<file path="src/rtl/multdiv_pkg.sv">
// multdiv_pkg: shared encodings and constants for the sequential multiply/divide unit.
package multdiv_pkg;

  localparam int WIDTH = 32;
  localparam int ITER  = 32;
  localparam int CNT_W = 6;

  localparam logic [31:0] INT_MIN = 32'h80000000;

  typedef enum logic [1:0] {
    ST_IDLE = 2'd0,
    ST_RUN  = 2'd1,
    ST_DONE = 2'd2
  } state_e;

  typedef enum logic {
    OP_MULT = 1'b0,
    OP_DIV  = 1'b1
  } op_e;

  // Two's-complement magnitude; INT_MIN maps onto itself, read as unsigned 2^31.
  function automatic logic [31:0] abs32(input logic [31:0] x);
    return x[31] ? (~x + 32'd1) : x;
  endfunction

endpackage

</file>
<file path="src/rtl/multdiv_addsub.sv">
// multdiv_addsub: combinational add/sub shared by the Booth and restoring-divide steps.
// Subtraction inverts B and injects the carry-in; the carry-out is dropped.
module multdiv_addsub #(
  parameter int WIDTH = 32
) (
  input  logic [WIDTH-1:0] a_i,
  input  logic [WIDTH-1:0] b_i,
  input  logic             sub_i,
  output logic [WIDTH-1:0] sum_o,
  output logic             ovf_o
);

  logic [WIDTH-1:0] bEff;

  // Effective B operand, sum and signed overflow of the two effective operands.
  always_comb begin
    bEff  = sub_i ? ~b_i : b_i;
    sum_o = a_i + bEff + WIDTH'(sub_i);
    ovf_o = (a_i[WIDTH-1] == bEff[WIDTH-1]) && (sum_o[WIDTH-1] != a_i[WIDTH-1]);
  end

endmodule

</file>
<file path="src/rtl/multdiv_seq.sv">
// multdiv_seq: 32-cycle signed multiply (radix-2 Booth) / divide (restoring) unit.
// Optional feature macro MULTDIV_REMAINDER_EN adds the data_remainder output.
module multdiv_seq
  import multdiv_pkg::*;
#(
  parameter int WIDTH = 32,
  parameter int ITER  = multdiv_pkg::ITER
) (
  input  logic             clock,
  input  logic             reset_n,
  input  logic [WIDTH-1:0] data_operandA,
  input  logic [WIDTH-1:0] data_operandB,
  input  logic             ctrl_MULT,
  input  logic             ctrl_DIV,
  output logic [WIDTH-1:0] data_result,
  output logic             data_exception,
  output logic             data_resultRDY,
  output logic             busy
`ifdef MULTDIV_REMAINDER_EN
  ,
  output logic [WIDTH-1:0] data_remainder
`endif
);

  state_e           state_q, state_d;
  op_e              op_q;
  logic [CNT_W-1:0] cnt_q;
  // opnd_q holds the multiplicand for MULT and |B| for DIV.
  logic [WIDTH-1:0] opnd_q;
  // phi_q/plo_q/qm1_q form the Booth register; plo_q doubles as dividend/quotient.
  logic [WIDTH-1:0] phi_q, plo_q;
  logic             qm1_q;
  logic [WIDTH-1:0] rem_q;
  logic             negQuot_q, divZero_q;
  logic [WIDTH-1:0] result_q;
  logic             exc_q;

  logic             startPulse, lastIter, isDiv;
  logic [1:0]       boothBits;
  logic [WIDTH-1:0] addA, addB, addSum;
  logic             addSub, addOvf;
  logic [WIDTH-1:0] multHi, multLo;
  logic             multExc;
  logic [WIDTH-1:0] divShift, divRem, divQuot, quotFix;
  logic             divBorrow, divExc;

  assign startPulse = ctrl_MULT | ctrl_DIV;
  assign lastIter   = (state_q == ST_RUN) && (cnt_q == CNT_W'(ITER - 1));
  assign isDiv      = (op_q == OP_DIV);
  assign boothBits  = {plo_q[0], qm1_q};
  assign divShift   = {rem_q[WIDTH-2:0], plo_q[WIDTH-1]};

  // Operand selection for the shared adder: Booth adds 0/+A/-A, divide trial-subtracts |B|.
  always_comb begin
    addA   = isDiv ? divShift : phi_q;
    addB   = '0;
    addSub = 1'b0;
    if (isDiv) begin
      addB   = opnd_q;
      addSub = 1'b1;
    end else if (boothBits == 2'b01) begin
      addB   = opnd_q;
    end else if (boothBits == 2'b10) begin
      addB   = opnd_q;
      addSub = 1'b1;
    end
  end

  multdiv_addsub #(.WIDTH(WIDTH)) u_addsub (
    .a_i   (addA),
    .b_i   (addB),
    .sub_i (addSub),
    .sum_o (addSum),
    .ovf_o (addOvf)
  );

  // Next iteration values; the Booth guard bit is the true 33-bit sign of the partial sum.
  always_comb begin
    multHi    = {addSum[WIDTH-1] ^ addOvf, addSum[WIDTH-1:1]};
    multLo    = {addSum[0], plo_q[WIDTH-1:1]};
    multExc   = (multHi != {WIDTH{multLo[WIDTH-1]}});
    divBorrow = ~rem_q[WIDTH-1] &
                ((~divShift[WIDTH-1] & opnd_q[WIDTH-1]) |
                 (~(divShift[WIDTH-1] ^ opnd_q[WIDTH-1]) & addSum[WIDTH-1]));
    divRem    = divBorrow ? divShift : addSum;
    divQuot   = {plo_q[WIDTH-2:0], ~divBorrow};
    quotFix   = negQuot_q ? (~divQuot + WIDTH'(1)) : divQuot;
    // A positive 2^31 magnitude only arises from INT_MIN / -1.
    divExc    = divZero_q | (divQuot[WIDTH-1] & ~negQuot_q);
  end

  // State register.
  always_ff @(posedge clock or negedge reset_n) begin
    if (!reset_n) state_q <= ST_IDLE;
    else          state_q <= state_d;
  end

  // Next-state logic; a start pulse restarts from any state.
  always_comb begin
    state_d = state_q;
    unique case (state_q)
      ST_IDLE: if (startPulse) state_d = ST_RUN;
      ST_RUN: begin
        if (startPulse)    state_d = ST_RUN;
        else if (lastIter) state_d = ST_DONE;
      end
      ST_DONE: state_d = startPulse ? ST_RUN : ST_IDLE;
      default: state_d = ST_IDLE;
    endcase
  end

  // Status outputs decoded from the state.
  always_comb begin
    busy           = (state_q == ST_RUN);
    data_resultRDY = (state_q == ST_DONE);
  end

  // Datapath: operand latch on start, one Booth or divide step per RUN cycle, result capture.
  always_ff @(posedge clock or negedge reset_n) begin
    if (!reset_n) begin
      op_q      <= OP_MULT;
      cnt_q     <= '0;
      opnd_q    <= '0;
      phi_q     <= '0;
      plo_q     <= '0;
      qm1_q     <= 1'b0;
      rem_q     <= '0;
      negQuot_q <= 1'b0;
      divZero_q <= 1'b0;
      result_q  <= '0;
      exc_q     <= 1'b0;
    end else if (startPulse) begin
      cnt_q     <= '0;
      phi_q     <= '0;
      qm1_q     <= 1'b0;
      rem_q     <= '0;
      negQuot_q <= data_operandA[WIDTH-1] ^ data_operandB[WIDTH-1];
      divZero_q <= (data_operandB == '0);
      if (ctrl_MULT) begin
        op_q   <= OP_MULT;
        opnd_q <= data_operandA;
        plo_q  <= data_operandB;
      end else begin
        op_q   <= OP_DIV;
        opnd_q <= abs32(data_operandB);
        plo_q  <= abs32(data_operandA);
      end
    end else if (state_q == ST_RUN) begin
      cnt_q <= cnt_q + CNT_W'(1);
      if (isDiv) begin
        rem_q <= divRem;
        plo_q <= divQuot;
      end else begin
        phi_q <= multHi;
        plo_q <= multLo;
        qm1_q <= plo_q[0];
      end
      if (lastIter) begin
        if (isDiv) begin
          result_q <= divZero_q ? '0 : quotFix;
          exc_q    <= divExc;
        end else begin
          result_q <= multLo;
          exc_q    <= multExc;
        end
      end
    end
  end

  assign data_result    = result_q;
  assign data_exception = exc_q;

`ifdef MULTDIV_REMAINDER_EN
  logic             negRem_q;
  logic [WIDTH-1:0] remOut_q;

  // Remainder sign follows the dividend; captured with the quotient, zero otherwise.
  always_ff @(posedge clock or negedge reset_n) begin
    if (!reset_n) begin
      negRem_q <= 1'b0;
      remOut_q <= '0;
    end else if (startPulse) begin
      negRem_q <= data_operandA[WIDTH-1];
    end else if (lastIter) begin
      if (isDiv && !divZero_q) remOut_q <= negRem_q ? (~divRem + WIDTH'(1)) : divRem;
      else                     remOut_q <= '0;
    end
  end

  assign data_remainder = remOut_q;
`endif

endmodule

</file>
<file path="config.mk">
export PLATFORM = sky130hd
export DESIGN_NAME = multdiv_seq
export DESIGN_NICKNAME = d
export VERILOG_FILES = /design/src/rtl/multdiv_pkg.sv /design/src/rtl/multdiv_addsub.sv /design/src/rtl/multdiv_seq.sv
export SDC_FILE = /design/constraint.sdc
export NUM_CORES = 1
export LEC_CHECK = 0
export ABC_AREA = 1
export ABC_CLOCK_PERIOD_IN_PS = 4200
export CORE_AREA = 4 4 173 175
export DETAILED_ROUTE_END_ITERATION = 7
export DIE_AREA = 0 0 177 179
export MAX_ROUTING_LAYER = met4
export PLACE_DENSITY = 0.69
export SYNTH_ARGS = -nofsm -noshare
export SYNTH_HDL_FRONTEND = slang
export SYNTH_HIERARCHICAL = 1
export SYNTH_SLANG_ARGS = --single-unit
</file>
<file path="constraint.sdc">
create_clock -name clock -period 4.2 [get_ports clock]
set_clock_uncertainty 0.2 [all_clocks]
set_input_delay 0.42 -clock clock [delete_from_list [all_inputs] [get_ports clock]]
set_output_delay 0.42 -clock clock [all_outputs]
set_load 0.01 [all_outputs]
</file>
# --- Yosys cells after proc, flatten, opt, wreduce, memory -nomap -nowiden ---
# Index checks and enable logic that the tools add are counted.
# Widths: inputs -> output; s select.
word_totals:
  register_bits: 173
  inputBits: 68
  out_inout_bits: 35
op_classes:
  add_sub_neg: 6
  n_eq_ne: 11
  n_mux: 37
  bitwise_logic: 20
  n_reduce_logical: 10
ops:
  columns: ["operator", "count"]
  rows:
  - ["$mux 32", 22]
  - ["$not 32->32", 4]
  - ["$add 32x1->32 const B", 3]
  - ["$add 32x1->32", 1]
  - ["$add 32x32->32", 1]
  - ["$logic_not 32->1", 1]
  - ["$ne 32x32->1", 1]
  - ["$mux 6", 2]
  - ["$mux 1", 9]
  - ["$add 6x1->6 const B", 1]
  - ["$eq 6x5->1 const B", 1]
  - ["$mux 2", 3]
  - ["$not 1->1", 6]
  - ["$pmux 2 s3", 1]
  - ["$reduce_and 2->1", 3]
  - ["$and 1x1->1", 4]
  - ["$eq 2x1->1 const B", 2]
  - ["$eq 2x2->1 const B", 2]
  - ["$reduce_bool 2->1", 2]
  - ["$ne 3x1->1 const B", 1]
  - ["$or 1x1->1", 3]
  - ["$reduce_and 3->1", 1]
  - ["$xor 1x1->1", 3]
  - ["$logic_and 1x1->1", 2]
  - ["5 further kinds", 5]

# --- Depth between registers and ports, before layout ---
# Gate-level depths: netlist (run 1).
depth:
  depth_word: 17
  depth_mapped: 37

# --- By module ---
# Netlist (run 1), hierarchy kept.
modules_own_cells:
  columns: ["module", "n_inst", "cells_each", "area_per_inst_um2", "seq_area_each_um2"]
  rows:
  - ["multdiv_seq", 1, 1682, 11562.3, 4329.2]
  - ["multdiv_addsub", 1, 459, 2542.4, 0.0]

# --- Least setup slack after synthesis (run 1) ---
# Ideal clock, no wire load.
synth_path:
  kind: "reg2reg"
  from: "register op_q, in the netlist isDiv"
  to: "register result_q[18], in the netlist data_result[18]"
  arrival_time_ps: 4141
  path_slack_ps: -218
  stages_incl_launch_ff: 37
  n_path_buf: 4
  period_less_slack_ps: 4418
  path_cell_list: "dfrtp_1 buf_2 inv_2 o21ai_0 o21bai_2 buf_2 nand2_1 inv_1 xnor2_1 inv_1 ha_1 nand2_2 clkinv_1 nand3_2 nand2_2 nand2_1 nand2_2 nand2_1 nand2_2 nand2_2 nand2_2 nand2_1 nand2_1 nand2_1 nand2_1 nand2_2 buf_2 buf_1 inv_1 ha_1 nand3_1 nand2_1 nand3b_2 nor2_4 a21oi_1 o21ai_0 a21oi_1"
synth_between:
  word_cells_on_any_way: 16
synth_rtl:
  columns: ["item", "line_no", "text"]
  rows:
  - ["start, declared", "multdiv_seq.sv:26", "op_e op_q;"]
  - ["start signal, assigned", "multdiv_seq.sv:121", "op_q <= OP_MULT;"]
  - ["start signal, assigned", "multdiv_seq.sv:140", "op_q <= OP_MULT;"]
  - ["start signal, assigned", "multdiv_seq.sv:144", "op_q <= OP_DIV;"]
  - ["$mux 1 *", "multdiv_seq.sv:58", "if (isDiv) begin"]
  - ["via addSub", "multdiv_seq.sv:41", "logic addSub, addOvf;"]
  - ["$mux 32", "multdiv_addsub.sv:17", "bEff = sub_i ? ~b_i : b_i;"]
  - ["$add 32x32->32", "multdiv_addsub.sv:18", "sum_o = a_i + bEff + WIDTH'(sub_i);"]
  - ["$add 32x1->32 *", "multdiv_addsub.sv:18", null]
  - ["via addSum[31]", "multdiv_seq.sv:40", "logic [WIDTH-1:0] addA, addB, addSum;"]
  - ["$and 1x1->1 *", "multdiv_seq.sv:84", "(~(divShift[WIDTH-1] ^ opnd_q[WIDTH-1]) & addSum[WIDTH-1]));"]
  - ["$or 1x1->1 *", "multdiv_seq.sv:83", "((~divShift[WIDTH-1] & opnd_q[WIDTH-1]) |"]
  - ["$and 1x1->1 *", "multdiv_seq.sv:82", "divBorrow = ~rem_q[WIDTH-1] &"]
  - ["$not 1->1 *", "multdiv_seq.sv:86", "divQuot = {plo_q[WIDTH-2:0], ~divBorrow};"]
  - ["$not 32->32 *", "multdiv_seq.sv:87", "quotFix = negQuot_q ? (~divQuot + WIDTH'(1)) : divQuot;"]
  - ["$add 32x1->32 *", "multdiv_seq.sv:87", null]
  - ["$mux 32 *", "multdiv_seq.sv:87", null]
  - ["$mux 32 *", "multdiv_seq.sv:160", "result_q <= divZero_q ? '0 : quotFix;"]
  - ["$mux 32 *", "multdiv_seq.sv:159", "if (isDiv) begin"]
  - ["end signal, assigned", "multdiv_seq.sv:160", null]
  - ["end signal, assigned", "multdiv_seq.sv:163", "result_q <= multLo;"]
  - ["end, declared", "multdiv_seq.sv:35", "logic [WIDTH-1:0] result_q;"]
# Mark *: on every way through the listed nets, which the timed path passes. The rest lies on a longest branch.
# A chain may end at the register's enable or synchronous reset.

# --- Final worst setup path (run 1) ---
layout_path:
  from: "register op_q, in the netlist isDiv"
  to: "register result_q[22], in the netlist data_result[22]"
# The elaborated chain is that of the path after synthesis.

==> flow_metrics.py, run 1 <==
metrics = {
    "clock_tree": {
        "clock-sinks": 173,
        "clk_pin_slew_ns": 0.07,
        "cts_made_buffers": 17,
        "insertion_delay_ns": 0.45,
        "cts_max_path_buffers": 2,
        "cts_tree": "done",
        "clockRootBuffer": "clkbuf_16",
        "cts_max_level": 4,
    },
    "sta": {
        "hold_viol": 0,
        "worst_slack_ns": -0.00807,
        "final-setup-viol-count": 2,
        "rsz0062_at_grt": "yes",
        "fin_tns_setup_ns": -0.00853,
        "fin_hold_ws_ns": 0.292,
        "post-route-period-util_pct": 100,
        "drv_slew": 0,
        "worstMarginPinSlew_ns": 1.12,
        "min_period_ns": 4.21,
        "fmax_mhz": 238,
        "relSlewSlack_pct": 25.3,
    },
    "synthesis": {
        "synthArstFlopShare_pct": 100,
        "synth_top_area_share_pct": 30.7,
        "synth_area_um2": 14100,
        "synth_common_cells": "489 x nand2_1, 298 x inv_1, 214 x nor2_1, 173 x dfrtp_1, 155 x o21ai_0",
        "yosys-top-cells-area": "dfrtp_1 31%, nand2_1 13%, inv_1 7.9%, nor2_1 5.7%, o21ai_0 5.5%",
        "yosys_warnings": 6,
        "ys.flop_type": "dfrtp_1",
        "synthesis.nets": 2245,
        "ys_types": 58,
        "yosys.area.top_type": "dfrtp_1",
        "synth_edf_count": 0,
        "synth_most_common_cell": "nand2_1",
        "synth_seq_area_share_pct": 30.7,
        "avgSynthCellArea_um2": 6.59,
        "synthCells": 2141,
        "ys_seq_elements": 173,
    },
    "floorplanning": {
        "initial_core_util_pct": 49.5,
        "fp.dieW_um": 177,
        "rows": 62,
        "die_h_um": 179,
        "core_um2": 28500,
        "die-area_um2": 31700,
        "pin_count": 103,
    },
    "power_and_ir_drop": {
        "p_total_mw": 6.76,
        "leakagePower_nw": 8.16,
        "peakVddDrop_mv": 0.321,
        "power_density_nw_per_um2": 396,
    },
    "setup_path": {
        "critical_path_class": "flop to flop",
        "max_stage_delay_ns": 0.50,
        "critPathBufInv": 7,
        "arrival_ns": 4.33,
        "r2r_cells": 31,
        "worst_setup_path_start_kind": "flop",
        "regToRegEndpoint": "data_result[22]",
        "endpoint_kind": "flop",
        "r2r_setup_slack_ns": -0.008,
        "crit_family": "simple AND/OR/NAND/NOR gates",
        "critPathMaxFanout": 8,
        "slowest_stage": "dfrtp_4",
        "rr_startpoint": "isDiv",
        "cp_common_cell": "nand2_2",
        "critPathRequiredTime_ns": 4.33,
    },
    "min_path": {
        "hp-class": "flop to flop",
        "hold-path-endpoint": "data_result[6]",
        "min_from": "data_result[6]",
        "hold_depth": 2,
    },
    "global_routing": {
        "grt_pass1_vias": 14600,
        "grt_first_pass_wirelength_um": 81000,
        "antenna_found_initial": 0,
        "gr-usage-all-layers_pct": 33.9,
        "grt_max_degree": 101,
        "grt.overflow.total": 0,
    },
    "place": {
        "post-place-ws_ns": -0.124,
        "portBuffers": 102,
        "dp_hpwl_um": 40500,
        "dp_cells": 2613,
        "place_congestion": 1.02,
        "dpl-instance-area_um2": 15800,
    },
    "layout": {
        "finalNonFillerCells": 2676,
        "num-fill-cells": 2771,
        "fin_area_um2": 17100,
        "drive_above_1_share_pct": 13.4,
        "final_core_util_pct": 60.0,
        "nets": 2383,
        "area_growth_pct": 21.1,
        "n_antenna_cell": 0,
    },
    "routing": {
        "ant_nets": 0,
        "dr.first_iter.drc_count": 1539,
        "num_vias": 15700,
        "wl_per_cell_um": 20.1,
        "drc": 0,
        "drt-vias-per-instance": 5.86,
        "wirelength_um": 53900,
        "first_pass_iters": 6,
    },
    "run_status": {
        "status": "finished with violations",
        "failed_checks": "setup timing",
    },
    "job": {
        "cap_violations": 0,
    },
}
-- cell families after synthesis --
logic type	synth area share, %
XOR/XNOR	3.54
flip-flops	30.7
buffers and inverters	11.6
adder cells (fa/ha/maj)	3.25
AND/OR/NAND/NOR	31.6
AO/OA/AOI/OAI	19.3
-- cell usage in the layout, fill, tap and decap left out, drive strengths merged, types with 2 or more instances in the layout --
cell type      Yosys  routed
nor3              24      24
dfrtp            173     173
a22oi             29      29
clkbuf            29      21
nand2            516     516
nand4             41      41
nand3b             6       6
o211ai            37      37
o21a               2       2
bufinv             0       3
ha                35      35
nor4               3       3
o22ai             54      54
a31oi              5       5
clkdlybuf4s50      0     100
o21ai            180     180
o221ai             3       3
clkinv             2       6
nor2             244     245
xor2              52      52
nand3            159     159
o21bai             5       5
xnor2              5       5
a21oi            139     139
buf               57     100
and3               2       2
o31ai              6       6
a21o               3       3
inv              317     321
o2111ai            4       4
and2               3       3
clkinvlp           0       3
-- repair_timing --
item / CTS / global route
cloned: 1 / 4
hold buffers: 1 / 0
endpoints found under the hold margin: 59 / 0
endpoints found under the setup margin: 23 / 31
pin swaps: 7 / 27
resized for setup: 13 / 84
setup buffers: 2 / 23
-- where the power goes --
group          switching (mW)  total [mW]  internal [mW]
sequential              0.119        1.91           1.80
combinational            2.00        3.13           1.13
clock                   0.752        1.72          0.965
-- state kept, by name (all words and copies together), names as in the netlist --
register,count
isDiv,1
plo_q,32
qm1_q,1
divZero_q,1
opnd_q,32
data_exception,1
phi_q,32
cnt_q,6
data_result,32
negQuot_q,1
rem_q,32
state_q,2
-- how the worst max path moves through the flow --
stage / startpoint / endpoint / slack [ns] / cells past startpoint
after floorplan: isDiv / data_result[26] / 0.006 / 35
after global placement: isDiv / data_result[28] / -0.04 / 30
after detailed placement: isDiv / data_result[30] / -0.12 / 29
after CTS: isDiv / data_result[30] / -0.02 / 32
after global routing: isDiv / data_result[22] / -0.20 / 31
final: isDiv / data_result[22] / -0.008 / 31
-- per-layer routing --
layer	global-route usage, %	part of all wire [%]
met3	3.84	6.7
met2	54.6	47
met1	44.3	42
met5	-	0
met4	12.8	4.2
-- tightest hold or removal path, delay by kind of cell, from the launching register on --
| kind | cells | cell delay (ns) |
|---|---|---|
| and+or+nand+nor | 2 | 0.12 |
| DFF | 1 | 0.35 |
-- layout make-up --
| type | instances | area, um2 | share of cell area (%) |
|---|---|---|---|
| Inverter | 319 | 1220 | 7.12 |
| Clock buffer | 18 | 439 | 2.57 |
| Sequential cell | 173 | 4330 | 25.4 |
| Tap cell | 384 | 480 | 2.81 |
| Timing Repair Buffer | 204 | 1930 | 11.3 |
| Clock inverter | 14 | 183 | 1.07 |
| Multi-Input combinational cell | 1564 | 8500 | 49.8 |
Note: power is estimated with default switching activity, not from simulation.
==> run 2, diff against run 1 <==
ABC_CLOCK_PERIOD_IN_PS = 4490   (was 4200)
PLACE_DENSITY = 0.66   (was 0.69)
clock period = 4.49 ns   (was 4.2 ns; I/O delays follow)
==> run 2 against run 1 <==
The run now ends clean. Register-to-register slack better by 0.19 ns. Sequential power shrank 6%. Wire length decreased by 4.2%. Combinational power shrank 20%. Non-clock buffer count is 49 lower.
==> flow_metrics.py, run 2 (synthesis gave the netlist of run 1 again) <==
metrics = {
    "power_and_ir_drop": {
        "peakVddDrop_mv": 0.266,
        "leakagePower_nw": 7.86,
        "p_total_mw": 5.93,
        "power_density_nw_per_um2": 361,
    },
    "global_routing": {
        "grt_first_pass_wirelength_um": 80200,
        "antenna_found_initial": 0,
        "grt_max_degree": 72,
        "grt.overflow.total": 0,
        "grt_pass1_vias": 14500,
        "gr-usage-all-layers_pct": 33.5,
    },
    "setup_path": {
        "worst_setup_path_start_kind": "flop",
        "critPathMaxFanout": 16,
        "critPathRequiredTime_ns": 4.68,
        "r2r_setup_slack_ns": 0.18,
        "slowest_stage": "dfrtp_4",
        "cp_common_cell": "nand2_1",
        "regToRegEndpoint": "data_result[22]",
        "critical_path_class": "flop to flop",
        "endpoint_kind": "flop",
        "r2r_cells": 31,
        "arrival_ns": 4.50,
        "max_stage_delay_ns": 0.51,
        "rr_startpoint": "isDiv",
    },
    "clock_tree": {
        "cts_max_path_buffers": 2,
        "cts_tree": "done",
        "insertion_delay_ns": 0.46,
        "clock-sinks": 173,
        "clk_pin_slew_ns": 0.08,
        "clockRootBuffer": "clkbuf_16",
        "cts_max_level": 4,
        "cts_made_buffers": 17,
    },
    "layout": {
        "n_antenna_cell": 0,
        "nets": 2333,
        "area_growth_pct": 16.3,
        "num-fill-cells": 2869,
        "final_common_cell": "nand2_1",
        "fin_area_um2": 16400,
        "final_cell_mix": "488 x nand2_1, 297 x inv_1, 212 x nor2_1",
        "drive_above_1_share_pct": 9.32,
    },
    "job": {
        "cap_violations": 0,
    },
    "sta": {
        "fmax_mhz": 232,
        "relSlewSlack_pct": 26.2,
        "worstMarginPinSlew_ns": 1.10,
        "post-route-period-util_pct": 96.0,
        "final-setup-viol-count": 0,
        "drv_slew": 0,
        "hold_viol": 0,
        "min_period_ns": 4.31,
    },
    "floorplanning": {
        "die_h_um": 179,
        "pin_count": 103,
        "initial_core_util_pct": 49.5,
        "core_um2": 28500,
        "fp.dieW_um": 177,
        "die-area_um2": 31700,
        "rows": 62,
    },
    "place": {
        "dpl-instance-area_um2": 15500,
        "place_congestion": 1.02,
        "portBuffers": 102,
        "dp_hpwl_um": 39200,
    },
    "routing": {
        "drt-vias-per-instance": 5.72,
        "wl_per_cell_um": 19.7,
        "num_vias": 15000,
        "dr.first_iter.drc_count": 1154,
        "ant_nets": 0,
        "drc": 0,
        "wirelength_um": 51700,
        "first_pass_iters": 8,
    },
    "min_path": {
        "min_from": "ctrl_MULT",
        "hold_depth": 3,
        "hp-class": "primary input to flop",
        "hold-path-endpoint": "opnd_q[14]",
    },
    "run_status": {
        "status": "complete, no violations",
    },
}
-- run 2: cell types whose count changed in the layout (fill, tap and decap cells not counted), sizes merged --
| cell | before | now |
|---|---|---|
| clkinvlp | 3 | 2 |
| clkbuf | 21 | 19 |
| inv | 321 | 323 |
| clkinv | 6 | 5 |
| nor2 | 245 | 244 |
| buf | 100 | 53 |
-- run 2: power breakdown --
part / internal [mW] / switching, mW
clock: 0.903 / 0.716
combinational: 0.831 / 1.68
sequential: 1.68 / 0.123
-- run 2: cell type report --
cell class	count	area, um2	area share, %
multi-input cells	1563	8270	50.4
flip-flops and latches	173	4330	26.4
repair buffers	155	1490	9.10
inverters	319	1210	7.40
well taps	384	480	2.93
clock buffers	18	439	2.68
clock inverters	14	179	1.09
-- run 2: metal layers --
layer  vias to the layer above  track usage [%]  share of wire, %
met3                       151             3.88               5.1
met1                      7120             39.1                39
met4                         0             14.2               5.0
met2                       533             58.9                51
met5                         -                -                 0
li1                       7217                -                 -
-- run 2: through the flow --
stage                     hold slack [ns]  cells  setup TNS [ns]  util, %  setup WS [ns]
final                               0.192   2626               0     57.6          0.179
after global placement              0.271   2572               0     54.4          0.160
after detailed placement            0.280   2572               0     54.4          0.100
after global routing                0.204   2626         -0.0390     57.6        -0.0318
after floorplan                   -0.0466   2141               0        -         0.0717
after CTS                           0.174   2605               0     56.6         0.0850
-- run 2: how the worst max path moves through the flow --
stage / from / endpoint / slack, ns / cells after the start
floorplan: isDiv / data_result[18] / 0.07 / 36
global placement: isDiv / data_result[26] / 0.16 / 30
detailed placement: isDiv / data_result[30] / 0.10 / 30
CTS: isDiv / data_result[24] / 0.09 / 30
global route: isDiv / data_result[22] / -0.03 / 35
finish: isDiv / data_result[22] / 0.18 / 31
-- run 2: worst max-delay path: cells and delay by family, from the launching register on --
kind,cells,cell delay [ns]
XOR/XNOR,1,0.16
adder cells (fa/ha/maj),2,0.55
buffers and inverters,6,0.58
AND/OR/NAND/NOR,19,1.83
flip-flops,1,0.51
AO/OA/AOI/OAI,3,0.42
-- run 2: repair_timing --
item                                   in CTS  in global routing
setup endpoints to repair                   0                 23
hold buffers                                1                  0
resized for setup                           0                 29
setup buffers                               0                 20
endpoints found under the hold margin      67                  0
==> run 3, diff against run 2 <==
GPL_ROUTABILITY_DRIVEN = 1   (was not set)
==> results of run 3 <==
No change in the layout: final DEF, timing and power equal those of run 2.
==> RTL change 1: new RTL, config.mk and constraints of run 1 <==
`CNT_W`: 6 -> 12.
--- a/src/rtl/multdiv_pkg.sv
+++ b/src/rtl/multdiv_pkg.sv
@@ -4,5 +4,5 @@
   localparam int WIDTH = 32;
   localparam int ITER  = 32;
-  localparam int CNT_W = 6;
+  localparam int CNT_W = 12;
 
   localparam logic [31:0] INT_MIN = 32'h80000000;
Function: same outputs for any inputs over 4 cycles, from zero or initial values and one cycle with reset_n low; that may be too few to reach the edited logic, so the function may still have changed.
==> RTL change 1 against run 1 <==
  * Total power down 1.9%
  * Area after synthesis grew 3.3%
  * Sequential cell count up 6
  * Routed wire length grew 1.8%
  * Design area up 1.7%
  * Global-route usage increased by 1.0 points
  * Combinational power shrank 5%
  * Worst setup slack improved by 0.15 ns
  * Fmax up 3.7%
  * Critical endpoint is now data_result[20]
  * Largest cell class unchanged
  * Largest power group unchanged
  * Highest routed layer unchanged
==> RTL change 1: results (changes against run 1) <==
| Metric | Value |
|---|---|
| Footprint of the multi-input gates | `8750 µm² (+3.0%)` |
| Critical path origin | `plo_q[0]` |
| Sequential cell count | `179 (+3.5%)` |
| Detailed placement HPWL | `41000 µm (+1.3%)` |
| CP max-delay cell | `dfrtp_1` |
| Post-Syn Nets | `2303 (+2.6%)` |
| Initial antenna violation count | `2 (+2)` |
| Nets | `2424 (+1.7%)` |
| Largest net degree at the start of global routing | `96 (-5.0%)` |
| Hold Path Origin | `state_q[1]` |
| Vias in the first global route | `15200 (+4.2%)` |
| WHS Path Cells | `1 (-1)` |
| Worst-path maximum fanout | `7 (-1)` |
| Dpl cell area | `16300 µm² (+2.9%)` |
| Synth Area in Compound Gates | `19.9% (+0.62 points)` |
| Detailed route wirelength on metal2 | `27100 µm (+6.3%)` |
| Via density | `5.81 (-0.85%)` |
| Worst-Margin Slew | `1.06 ns (-0.0614 ns)` |
| Repair and plain buffers | `190 (-6.9%)` |
| Crit path arrival time | `4.25 ns (-0.08 ns)` |
| Layout cells sized above 1 | `12.8% (-0.62 points)` |
| WL met3 | `3430 µm (-4.3%)` |
| Multi-In Gates | `1598 (+2.2%)` |
| Total routed wirelength | `54800 µm (+1.8%)` |
| Global Route met1 Usage | `40.5% (-3.8 points)` |
| Worst reg2reg path depth | `32 (+3.2%)` |
| Reg clk slew, reported paths | `0.09 ns (+0.02 ns)` |
| Post-synthesis sequential area ratio | `30.7% (+0.045 points)` |
| First-pass GRT wire length | `83500 µm (+3.1%)` |
| FF-to-FF End | `data_result[20]` |
| Worst R2R Setup Slack | `0.14 ns (+0.15 ns)` |
| Initial DRC count | `1553 (+0.91%)` |
| Crit-path max cell delay | `0.37 ns (-0.13 ns)` |
| Post-synthesis mux area share | `0.103% (+0.10 points)` |
| Status | `finished clean` |
| # fillers | `2710 (-2.2%)` |
==> RTL change 1: cell types whose count changed after synthesis, sizes merged, moves of 6 or more <==
cell            run 1  this run
a2bb2oi             1        13
nor2              244       232
clkbuf             29        44
a21oi             139       123
buf                57        44
nand3             159       178
nand2             516       524
inv               317       332
nor3               24        32
a21boi              0        13
or2                 1        19
dfrtp             173       179
o21ai             180       165
==> RTL change 1: where the power goes <==
part | switching [mW] | internal [mW]
logic | 1.93 | 1.03
clock network | 0.867 | 0.807
registers | 0.139 | 1.85
total | 2.93 | 3.70
==> RTL change 1: per-stage QoR <==
stage	setup TNS, ns	worst slack (ns)	instances	power, mW	utilization, %
finish	0	0.143	2719	6.63	61.0
global route	-0.563	-0.112	2719	7.01	61.0
CTS	0	0.00767	2699	6.37	59.3
detailed placement	0	0.0397	2666	4.69	57.1
global placement	0	0.0975	2666	4.66	57.1
floorplan	0	0.00742	2199	3.75	-
==> RTL change 1: timing repair <==
action | in CTS | in global routing
setup buffers | 0 | 13
hold buffers | 1 | 0
gates resized for setup | 0 | 87
endpoints found under the hold margin | 93 | 0
setup endpoints to repair | 0 | 31
==> RTL change 1: cell families (layout without fill, tap and decap cells) <==
family	after synthesis	count (layout)
buffers and inverters	422	556
adder cells (fa/ha/maj)	36	36
AO/OA/AOI/OAI	474	474
other	0	2
XOR/XNOR	55	55
multiplexers	1	1
flip-flops	179	179
AND/OR/NAND/NOR	1032	1032
==> RTL change 1: critical path, delay by kind of cell, from the launching register on <==
kind	cells	cell delay, ns
AND/OR/NAND/NOR	23	2.23
adder cells (fa/ha/maj)	2	0.46
buffers and inverters	5	0.39
flip-flops	1	0.37
XOR/XNOR	1	0.16
AO/OA/AOI/OAI	1	0.15
==> RTL change 2: new RTL, config.mk and constraints of run 1 <==
Made on the original files. Encoding of `state_e`: now one-hot (3 bits for 3 states).
--- a/src/rtl/multdiv_pkg.sv
+++ b/src/rtl/multdiv_pkg.sv
@@ -8,8 +8,8 @@
   localparam logic [31:0] INT_MIN = 32'h80000000;
 
-  typedef enum logic [1:0] {
-    ST_IDLE = 2'd0,
-    ST_RUN  = 2'd1,
-    ST_DONE = 2'd2
+  typedef enum logic [2:0] {
+    ST_IDLE = 3'b001,
+    ST_RUN  = 3'b010,
+    ST_DONE = 3'b100
   } state_e;
 
Check against the original RTL: same outputs for any inputs over 4 cycles, from zero or initial values and one cycle with reset_n low; so few cycles prove little.
==> RTL change 2 against run 1 <==
  * Largest cell class unchanged
  * Cell count rose by 0.30%
  * Design area grew 0.85%
  * Fmax down 0.76%
  * The flow still finishes with violations (setup timing)
  * Total power shrank 1.7%
  * Die area unchanged
  * Area after synthesis is 0.18% lower
  * Utilization grew 0.51 points
  * Routed wire length is 0.31% lower
  * Non-clock buffer count is 14 higher
  * Sequential cell count is 1 higher
  * Sequential share of layout area shrank 0.061 points
  * Worst setup slack got worse by 0.032 ns
  * First-iteration DRC count fell by 11%
==> RTL change 2: results (changes against run 1) <==
| Metric | Value |
|---|---|
| Crit path arrival time | `4.43 ns (+0.10 ns)` |
| Setup slack after layout | `-0.0401 ns (-0.0320 ns)` |
| Hold Path Origin | `ctrl_MULT` |
| WHS Path Cells | `4 (+2)` |
| Status | `complete, but fails checks` |
| Via density | `5.79 (-1.3%)` |
| Worst skew pair latency | `0.47 ns (+0.02 ns)` |
| Setup TNS | `-0.0898 ns (-0.0812 ns)` |
| Initial DRC count | `1368 (-11%)` |
| Synth top area share | `30.7% (+0.055 points)` |
| Layout cells sized above 1 | `15.2% (+1.7 points)` |
| Met2 Usage GRT | `55.3% (+0.70 points)` |
| # fillers | `2742 (-1.0%)` |
| Placer's final routability congestion estimate | `1.03 (+1.0%)` |
| Peak supply drop | `0.299 mV (-6.7%)` |
| Failing checks | `setup timing` |
| Hold Crit Class | `input pin to flip-flop` |
| Final setup viols | `3 (+1)` |
| Initial antenna violation count | `2 (+2)` |
| Top cells by count, synth | `nand2_1, inv_1, o21ai_0, nor2_1, dfrtp_1` |
| Max_slew headroom | `32.8% (+7.5 points)` |
| First-pass GRT wire length | `82200 µm (+1.6%)` |
| Global Route met1 Usage | `41.5% (-2.8 points)` |
| Cells after DPL | `2625 (+0.46%)` |
| Leak | `8.30 nW (+1.7%)` |
| Non-filler cells, final | `2684 (+0.30%)` |
| Gr usage total | `34.4% (+0.53 points)` |
| Post-Place Setup Slack | `-0.0114 ns (+0.113 ns)` |
| Post-synthesis cell type count | `63 (+8.6%)` |
| Synthesized area per cell | `6.60 µm² (+0.15%)` |
| Met3 Usage GRT | `6.56% (+2.7 points)` |
==> RTL change 2: final timing paths <==
| path | to | slack (ns) |
|---|---|---|
| worst max-delay path | data_result[30] | -0.04 |
| max in group asynchronous | opnd_q[29] | 2.39 |
| worst min-delay path | cnt_q[5] | 0.21 |
| min in group asynchronous | rem_q[12] | 0.44 |
| worst max register to register | data_result[30] | -0.04 |
| worst min register to register | cnt_q[3] | 0.30 |
==> RTL change 2: timing repair <==
| item | in CTS | in global routing |
|---|---|---|
| endpoints found under the hold margin | 90 | 0 |
| buffers inserted | 1 | 18 |
| resized for setup | 2 | 115 |
| cloned | 0 | 4 |
| pin swaps | 4 | 46 |
| setup endpoints to repair | 3 | 27 |
| hold buffers | 1 | 0 |
==> RTL change 2: layer usage <==
layer  vias up  routed length [µm]  part of all wire [%]
met1      7312               21500                    40
met5         -                   0                     0
met2       695               25500                    47
met3       174                3630                   6.8
li1       7361                   -                     -
met4         0                3160                   5.9
==> RTL change 2: layout make-up <==
| cell class | instances | share of cell area [%] |
|---|---|---|
| antenna | 4 | 0.0581 |
| clock buffer | 21 | 2.73 |
| timing repair buffer | 218 | 11.5 |
| multi-input combinational | 1597 | 50.7 |
| sequential | 174 | 25.3 |
| inverter | 275 | 6.05 |
| clock inverter | 11 | 0.901 |
| tap | 384 | 2.79 |
==> RTL change 2: worst register-to-register path, delay by kind of cell (launching register included) <==
kind / cells / cell delay (ns)
AND/OR/NAND/NOR: 20 / 1.91
adder cells (fa/ha/maj): 2 / 0.53
flip-flops: 1 / 0.51
buffers and inverters: 5 / 0.47
AO/OA/AOI/OAI: 3 / 0.45
XOR/XNOR: 1 / 0.14
==> RTL change 2: power breakdown <==
| part | switching, mW | internal, mW | total, mW |
|---|---|---|---|
| Sequential | 0.162 | 1.81 | 1.97 |
| Combinational | 1.86 | 1.05 | 2.92 |
| Clock | 0.763 | 0.992 | 1.76 |
==> RTL change 2: cell families (layout without fill, tap and decap cells) <==
group / count (synthesis) / count (layout) / share of synthesized area (%)
AO/OA/AOI/OAI: 502 / 502 / 20.5
XOR/XNOR: 54 / 54 / 3.36
adder cells (fa/ha/maj): 36 / 36 / 3.25
buffers and inverters: 364 / 525 / 10.3
flip-flops: 174 / 174 / 30.9
multiplexers: 3 / 3 / 0.240
other: 0 / 4 / 0
AND/OR/NAND/NOR: 1001 / 1002 / 31.4
==> RTL change 2: through the flow <==
stage	utilization, %	power (mW)	instance area (µm²)
final	60.5	6.64	17200
after global routing	60.5	7.01	17200
after CTS	58.4	6.36	16600
after detailed placement	56.1	4.60	16000
after global placement	56.1	4.58	16000
after floorplan	-	3.57	14100
